`src/rtl/uart_pkg.sv`:
```
// Shared UART receiver types and constants.
// Optional parity support is enabled with `define UART_RX_PARITY_EN.
package uart_pkg;

  localparam int unsigned DEFAULT_DATA_BITS  = 8;
  localparam int unsigned DEFAULT_OVERSAMPLE = 16;

  // Tick index at which a start bit is re-checked (half a bit after the edge).
  function automatic int unsigned mid_bit_idx(input int unsigned oversample);
    return oversample / 2 - 1;
  endfunction

  localparam int unsigned MID_BIT_IDX = mid_bit_idx(DEFAULT_OVERSAMPLE);

  typedef enum logic [2:0] {
    IDLE   = 3'd0,
    START  = 3'd1,
    DATA   = 3'd2,
    STOP   = 3'd4
`ifdef UART_RX_PARITY_EN
    ,
    PARITY = 3'd3
`endif
  } rx_state_e;

endpackage

```
`src/rtl/uart_rx_sync.sv`:
```
// Two-flop synchronizer for the serial line plus a falling-edge detector
// on the synchronized signal. All flops reset to the idle (high) level.
module uart_rx_sync (
  input  logic clk,
  input  logic rst_n,
  input  logic async_in,
  output logic sync_out,
  output logic fall_edge
);

  logic meta_q;
  logic sync_q;
  logic prev_q;

  always_ff @(posedge clk or negedge rst_n) begin
    if (!rst_n) begin
      meta_q <= 1'b1;
      sync_q <= 1'b1;
      prev_q <= 1'b1;
    end else begin
      meta_q <= async_in;
      sync_q <= meta_q;
      prev_q <= sync_q;
    end
  end

  assign sync_out  = sync_q;
  assign fall_edge = prev_q & ~sync_q;

endmodule

```
`src/rtl/uart_rx.sv`:
```
// Oversampling UART receiver, LSB first, one stop bit.
// `define UART_RX_PARITY_EN adds an even-parity bit between data and stop.
module uart_rx
  import uart_pkg::*;
#(
  parameter int unsigned DATA_BITS  = DEFAULT_DATA_BITS,
  parameter int unsigned OVERSAMPLE = DEFAULT_OVERSAMPLE
) (
  input  logic                 clk,
  input  logic                 rst_n,
  input  logic                 rx_line,
  input  logic                 os_tick,
  output logic [DATA_BITS-1:0] data_out,
  output logic                 rx_valid,
  output logic                 frame_err,
  output logic                 parity_err,
  output logic                 rx_busy
);

  localparam int unsigned TICK_W = $clog2(OVERSAMPLE);
  localparam int unsigned BIT_W  = $clog2(DATA_BITS);

  localparam logic [TICK_W-1:0] MID_TICK  = TICK_W'(mid_bit_idx(OVERSAMPLE));
  localparam logic [TICK_W-1:0] LAST_TICK = TICK_W'(OVERSAMPLE - 1);
  localparam logic [BIT_W-1:0]  LAST_BIT  = BIT_W'(DATA_BITS - 1);

  logic rx_sync;
  logic fall_edge;

  rx_state_e             state_q, state_d;
  logic [TICK_W-1:0]     tick_q, tick_d;
  logic [BIT_W-1:0]      bit_q, bit_d;
  logic [DATA_BITS-1:0]  shift_q, shift_d;
  logic [DATA_BITS-1:0]  data_out_d;
  logic                  rx_valid_d;
  logic                  frame_err_d;
  logic                  rx_busy_d;
  logic                  bit_end;
`ifdef UART_RX_PARITY_EN
  logic                  par_q, par_d;
  logic                  parity_err_d;
`endif

  uart_rx_sync u_sync (
    .clk       (clk),
    .rst_n     (rst_n),
    .async_in  (rx_line),
    .sync_out  (rx_sync),
    .fall_edge (fall_edge)
  );

  assign bit_end = os_tick && (tick_q == LAST_TICK);

  // State, counters and shift register.
  always_ff @(posedge clk or negedge rst_n) begin
    if (!rst_n) begin
      state_q <= IDLE;
      tick_q  <= '0;
      bit_q   <= '0;
      shift_q <= '0;
`ifdef UART_RX_PARITY_EN
      par_q   <= 1'b0;
`endif
    end else begin
      state_q <= state_d;
      tick_q  <= tick_d;
      bit_q   <= bit_d;
      shift_q <= shift_d;
`ifdef UART_RX_PARITY_EN
      par_q   <= par_d;
`endif
    end
  end

  // Next state; the tick counter wraps naturally at OVERSAMPLE.
  always_comb begin
    state_d = state_q;
    tick_d  = tick_q;
    bit_d   = bit_q;
    shift_d = shift_q;
`ifdef UART_RX_PARITY_EN
    par_d   = par_q;
`endif
    unique case (state_q)
      IDLE: begin
        if (fall_edge) begin
          state_d = START;
          tick_d  = '0;
        end
      end
      START: begin
        if (os_tick) begin
          if (tick_q == MID_TICK) begin
            tick_d  = '0;
            bit_d   = '0;
            state_d = rx_sync ? IDLE : DATA;
          end else begin
            tick_d = tick_q + TICK_W'(1);
          end
        end
      end
      DATA: begin
        if (os_tick) tick_d = tick_q + TICK_W'(1);
        if (bit_end) begin
          shift_d = {rx_sync, shift_q[DATA_BITS-1:1]};
          if (bit_q == LAST_BIT) begin
            bit_d = '0;
`ifdef UART_RX_PARITY_EN
            state_d = PARITY;
`else
            state_d = STOP;
`endif
          end else begin
            bit_d = bit_q + BIT_W'(1);
          end
        end
      end
`ifdef UART_RX_PARITY_EN
      PARITY: begin
        if (os_tick) tick_d = tick_q + TICK_W'(1);
        if (bit_end) begin
          par_d   = rx_sync;
          state_d = STOP;
        end
      end
`endif
      STOP: begin
        if (os_tick) tick_d = tick_q + TICK_W'(1);
        if (bit_end) state_d = IDLE;
      end
      default: state_d = IDLE;
    endcase
  end

  // Output next values; error flags are only ever high alongside rx_valid.
  always_comb begin
    data_out_d   = data_out;
    rx_valid_d   = 1'b0;
    frame_err_d  = 1'b0;
    rx_busy_d    = (state_d != IDLE);
`ifdef UART_RX_PARITY_EN
    parity_err_d = 1'b0;
`endif
    if (state_q == STOP && bit_end) begin
      data_out_d   = shift_q;
      rx_valid_d   = 1'b1;
      frame_err_d  = ~rx_sync;
`ifdef UART_RX_PARITY_EN
      parity_err_d = (^shift_q) ^ par_q;
`endif
    end
  end

  always_ff @(posedge clk or negedge rst_n) begin
    if (!rst_n) begin
      data_out  <= '0;
      rx_valid  <= 1'b0;
      frame_err <= 1'b0;
      rx_busy   <= 1'b0;
    end else begin
      data_out  <= data_out_d;
      rx_valid  <= rx_valid_d;
      frame_err <= frame_err_d;
      rx_busy   <= rx_busy_d;
    end
  end

`ifdef UART_RX_PARITY_EN
  always_ff @(posedge clk or negedge rst_n) begin
    if (!rst_n) parity_err <= 1'b0;
    else        parity_err <= parity_err_d;
  end
`else
  assign parity_err = 1'b0;
`endif

endmodule

```
`config.mk`:
```
export PLATFORM = sky130hd
export DESIGN_NAME = uart_rx
export DESIGN_NICKNAME = d
export VERILOG_FILES = /design/src/rtl/uart_pkg.sv /design/src/rtl/uart_rx_sync.sv /design/src/rtl/uart_rx.sv
export SDC_FILE = /design/constraint.sdc
export NUM_CORES = 1
export LEC_CHECK = 0
export CAP_MARGIN = 15
export CORE_MARGIN = 2
export CORE_UTILIZATION = 49
export DETAILED_ROUTE_END_ITERATION = 12
export GPL_ROUTABILITY_DRIVEN = 0
export PLACE_DENSITY = 0.85
export SKIP_CTS_REPAIR_TIMING = 1
export SYNTH_ARGS = -nofsm -noshare
export SYNTH_HDL_FRONTEND = slang
export SYNTH_SLANG_ARGS = --single-unit
```
`constraint.sdc`:
```
create_clock -name clk -period 1.7 [get_ports clk]
set_clock_uncertainty 0.2 [all_clocks]
set_input_delay 0.51 -clock clk [delete_from_list [all_inputs] [get_ports clk]]
set_output_delay 0.51 -clock clk [all_outputs]
set_load 0.02 [all_outputs]
```
Word-level counts from Yosys, hierarchy flattened

Cells that the tools add are included.

Bits in registers: 32
Bits in latches: 0
Bits in read-only memories: 0
RAM bits: 0
Output and inout bits: 12
Input port bits: 4
Logic and storage cells: 56
Memories kept: 0

Equal/unequal tests: 11
Multiplexer cells: 20
Shift-type cells: 0
Multiply operators: 0
Magnitude comparators: 0
Reductions and logical operators: 10
Bitwise gates (word level): 2
$add $sub $neg: 2
Div/mod/pow operators: 0

Operators by type and width:

| operator                                                                | number |
|---|---|
| 3-bit two-way mux                                                       | 10 |
| 4-bit two-way mux                                                       | 4 |
| 3-bit one-hot mux with 4 select lines                                   | 1 |
| 4-bit one-hot mux with 3 select lines                                   | 1 |
| 2-bit inequality test, second input constant                            | 4 |
| 4-bit AND reduction                                                     | 2 |
| 3-bit equality test, second input constant                              | 2 |
| 3-bit one-hot mux with 2 select lines                                   | 1 |
| 3-bit nonzero test                                                      | 2 |
| 4-bit by 1-bit adder with 4-bit output, second input constant           | 1 |
| 4-bit by 3-bit equality test with 1-bit output, second input constant   | 1 |
| 4-bit equality test, second input constant                              | 1 |
| 3-bit by 1-bit adder with 3-bit output, second input constant           | 1 |
| 3-bit by 1-bit equality test with 1-bit output, second input constant   | 1 |
| 3-bit by 2-bit equality test with 1-bit output, second input constant   | 1 |
| 3-bit logical NOT                                                       | 1 |
| 1-bit logical AND                                                       | 2 |
| 1-bit two-way mux                                                       | 2 |
| 2-bit two-way mux                                                       | 1 |
| 2-bit by 1-bit inequality test with 1-bit output, second input constant | 1 |
| 2-bit AND reduction                                                     | 1 |
| 2-bit nonzero test                                                      | 1 |
| 2-bit OR reduction                                                      | 1 |
| 1-bit AND                                                               | 1 |
| 1-bit inverter                                                          | 1 |

Depth between registers and ports, before layout

Word-level depth: 5
Gate-level depth with buffers: 6

Cells and area by module

From an unflattened synthesis, not the netlist that was laid out.

Cells, all modules: 106
Area, all modules: 1386.3 µm²

Modules (own cells, without submodules):

| module       | seq. area each (µm²) | instances | cells an instance | area an instance (µm²) |
|---|---|---|---|---|
| uart_rx      | 725.7                | 1         | 102               | 1293.7 |
| uart_rx_sync | 78.8                 | 1         | 4                 | 92.6 |

Least setup slack after synthesis

No wires, ideal clock.

Kind: register to register
Start: register tick_q[0]
End: register shift_q[0]
Required time: 1375 ps
Path buffers: 1
Setup time: 125 ps
Stages on the path, launching flop included: 6
Clock period less this slack: 1880 ps
Arrival time: 1556 ps
Setup slack: -180 ps
Cell sequence: dfrtp_1 > ha_1 > nand4_1 > nor3_1 > buf_2 > mux2_2

Longest elaborated chain between the ends: 3

Ends and longest elaborated chain:

| element                              | line          | source |
|---|---|---|
| start: declaration                   | uart_rx.sv:31 | `logic [TICK_W-1:0] tick_q, tick_d;` |
| start signal: assignment             | uart_rx.sv:66 | `tick_q <= tick_d;` |
| 4-bit equality test                  | uart_rx.sv:52 | `assign bit_end = os_tick && (tick_q == LAST_TICK);` |
| 1-bit logical AND                    | uart_rx.sv:52 |  |
| 2-bit AND reduction (no source line) | -             |  |
| end signal: assignment               | uart_rx.sv:68 | `shift_q <= shift_d;` |
| end: declaration                     | uart_rx.sv:33 | `logic [DATA_BITS-1:0] shift_q, shift_d;` |

Every way passes these cells.
A chain may end at the register's enable or synchronous reset.

Worst setup path in the final report

Start: register u_sync.prev_q
End: register tick_q[3]

Longest elaborated chain between the ends: 3

Ends and longest elaborated chain:

| element                                | line               | source |
|---|---|---|
| start: declaration                     | uart_rx_sync.sv:13 | `logic prev_q;` |
| start signal: assignment               | uart_rx_sync.sv:23 | `prev_q <= sync_q;` |
| 1-bit AND                              | uart_rx_sync.sv:28 | `assign fall_edge = prev_q & ~sync_q;` |
| 2-bit inequality test (no source line) | -                  |  |
| 4-bit AND reduction (no source line)   | -                  |  |

Every way passes these cells.

==> flow_summary.json <==
{
  "drive_gt1_share_pct": 45.5,
  "synth_top_area_cell": "dfrtp_1",
  "slew_violations": 0,
  "async_flop_share_pct": 100,
  "cts_max_level": 2,
  "tritoncts": "yes",
  "cp_slowest_cell": "dfstp_2",
  "io_buffers": 14,
  "reg2reg_slack_ns": -0.28,
  "wl_met1_mm": 1.35,
  "vias": 1049,
  "finalSetupViolCount": 21,
  "violations": "negative setup slack",
  "coreArea_mm2": 0.00276,
  "overflow": 0,
  "critPathArrivalTime_ns": 2.01,
  "clkSlewWorstSetupHoldPaths_ns": 0.10,
  "design_power_total_uw": 1940,
  "synth_edf_count": 0,
  "reg2reg_from": "u_sync.prev_q",
  "cp-end-kind": "register",
  "fp.dieW_um": 57.9,
  "numPlacedInstances": 173,
  "wl_met3_um": 128,
  "initial_core_util_pct": 51.6,
  "crit_fanout": 2,
  "die_h_um": 57.9,
  "top_layer_used": "met4",
  "synth_nets": 120,
  "clockBufferDepth": 2,
  "grt_pass1_wl_mm": 4.42,
  "postPlaceCellArea_mm2": 0.00175,
  "status": "finished, violations left",
  "sequentialPowerShare_pct": 47.2,
  "syn_area_per_cell_um2": 12.6,
  "syn_inst": 113,
  "grtUsageTotal_pct": 17.8,
  "placementRows": 19,
  "clkPwrFrac_pct": 21.5,
  "die-area_mm2": 0.00335,
  "worstHoldEndpoint": "u_sync.sync_out",
  "drv_cap": 0,
  "wirelength_mm": 3.22,
  "io_pins": 16,
  "hpwl_mm": 1.89,
  "power_density_mw_per_mm2": 977,
  "final_cell_count_no_fill": 185,
  "comb_power_share_pct": 31.3,
  "cp-start-kind": "register",
  "r2r-end": "tick_q[3]",
  "ys_seq_area_share_pct": 56.6,
  "hold_violations": 0,
  "grt_max_degree": 33,
  "synth_area_leaders": "dfrtp_1, mux2_2, dfstp_2, ha_1, nor3b_1",
  "leakagePower_uw": 0.00105,
  "cts-root-buf": "clkbuf_4",
  "worst_path_largest_cell_delay_ns": 0.54,
  "ant_nets": 0,
  "min_delay_path_depth": 0,
  "fin_ws_ns": -0.283,
  "internal_power_uw": 1330,
  "drc": 0,
  "cp_data_required_time_ns": 1.72,
  "hp-start": "u_sync.meta_q",
  "max_freq_mhz": 504,
  "ff2ff_path_depth": 4,
  "grt_pass1_vias": 1029,
  "ys_ff_latch": 32,
  "yosys.area.top_type_share_pct": 51.0,
  "fillers": 165,
  "grt_setup_unrepaired": "true",
  "numCtsBuffers": 5,
  "swShare_pct": 31.4,
  "areaGrowthSynthToFinish_pct": 39.8,
  "wire_per_inst_um": 17.4,
  "switchingPower_uw": 609,
  "synth_common_cells": "dfrtp_1, mux2_2, nand2_1, nor2_1",
  "diodes": 0,
  "clock_latency_ns": 0.34,
  "worstPathCellList": "or3b_4 > a221oi_4 > o2111ai_1 > mux2_1",
  "synth_ff_type": "dfrtp_1",
  "yosysWarnings": 0,
  "hp-class": "reg -> reg",
  "dr.pass1.iters": 4,
  "period_minus_slack_ns": 1.98,
  "antenna_found_initial": 0,
  "syn-cell-area_mm2": 0.00142,
  "ir_worst_vdd_mv": 0.819,
  "via_per_inst": 5.67,
  "finalCritPeriodShare_pct": 117,
  "critPathKind": "reg -> reg",
  "yosysMostFrequentCell": "dfrtp_1",
  "synth.distinct_cells": 39,
  "layout.nets": 160,
  "drtIter0Drc": 23,
  "clock-sinks": 32,
  "design_area_mm2": 0.00199,
  "dr_wl_met2_mm": 1.66
}
## stage by stage
| stage | setup TNS, ns | utilization [%] | worst slack, ns | hold WS [ns] |
|---|---|---|---|---|
| final | -2.96 | 72.1 | -0.283 | 0.163 |
| after floorplan | -1.21 | - | -0.174 | 0.0144 |
| after CTS | -7.88 | 65.5 | -0.332 | 0.163 |
| after global placement | -13.65 | 63.5 | -0.588 | 0.147 |
| after detailed placement | -14.28 | 63.5 | -0.635 | 0.148 |
| after global routing | -3.87 | 72.1 | -0.335 | 0.170 |
## per-layer routing
layer / track usage (%) / vias to the layer above
met5: 0 / -
met4: 8.64 / 0
met3: 6.25 / 8
met2: 29.2 / 23
met1: 20.9 / 534
li1: - / 484
## worst max path at each step
stage / startpoint / endpoint / slack, ns / depth (start not counted)
after global routing: u_sync.prev_q / tick_q[3] / -0.34 / 4
after CTS: data_out[3] / data_out[3] / -0.33 / 1
after detailed placement: os_tick / rx_busy / -0.63 / 5
after floorplan: u_sync.prev_q / tick_q[3] / -0.17 / 4
after global placement: os_tick / rx_busy / -0.59 / 5
final: u_sync.prev_q / tick_q[3] / -0.28 / 4
## layout make-up
class	instances	area (um2)	share of cell area, %
clock buffer	5	37.5	1.89
timing repair buffer	39	363	18.2
clock inverter	3	18.8	0.943
inverter	4	15.0	0.755
multi-input combinational	71	711	35.7
tap	31	38.8	1.95
sequential	32	806	40.5
## state kept, by name (all words and copies together), names as in the netlist, 3 cells and up
signal / cells
data_out: 8
shift_q: 8
tick_q: 4
bit_q: 3
state_q: 3
## critical path, delay by kind of cell (launching register included)
kind	cells	cell delay [ns]
compound gates	2	0.43
mux	1	0.33
simple gates	1	0.38
flops	1	0.54
## power groups by stage
stage	Clock [uW]	Sequential, uW	Combinational, uW
2_1_floorplan	0	914	298
3_3_place_gp	0	903	503
3_5_place_dp	0	907	530
4_1_cts	427	893	529
5_1_grt	479	925	666
6_report	418	917	608
## placed cells by master, fill, tap and decap left out, types with 2 or more instances in the layout
cell type,n
a211o_1,2
buf_4,20
buf_6,4
clkbuf_2,3
clkbuf_4,5
clkdlybuf4s50_1,2
clkinv_2,2
dfrtp_1,28
dfstp_2,3
dlymetal6s2s_1,9
ha_1,2
inv_1,4
mux2_4,16
mux2i_1,2
nand2_1,4
nand2b_1,3
nand3b_1,2
nor2_1,3
nor2b_1,2
nor3_1,2
nor3b_1,2
o21ai_1,2
or3b_4,2
## kinds of logic (layout without fill, tap and decap cells)
kind of cell	after synthesis	count (layout)	synth area share [%]
other cells	1	1	0.264
simple gates	31	31	12.4
flops	32	32	56.6
compound gates	17	17	10.0
fa+ha+maj	3	3	2.64
mux	19	19	14.9
buf+inv	10	51	3.25
Note: power is estimated with default switching activity, not from simulation.
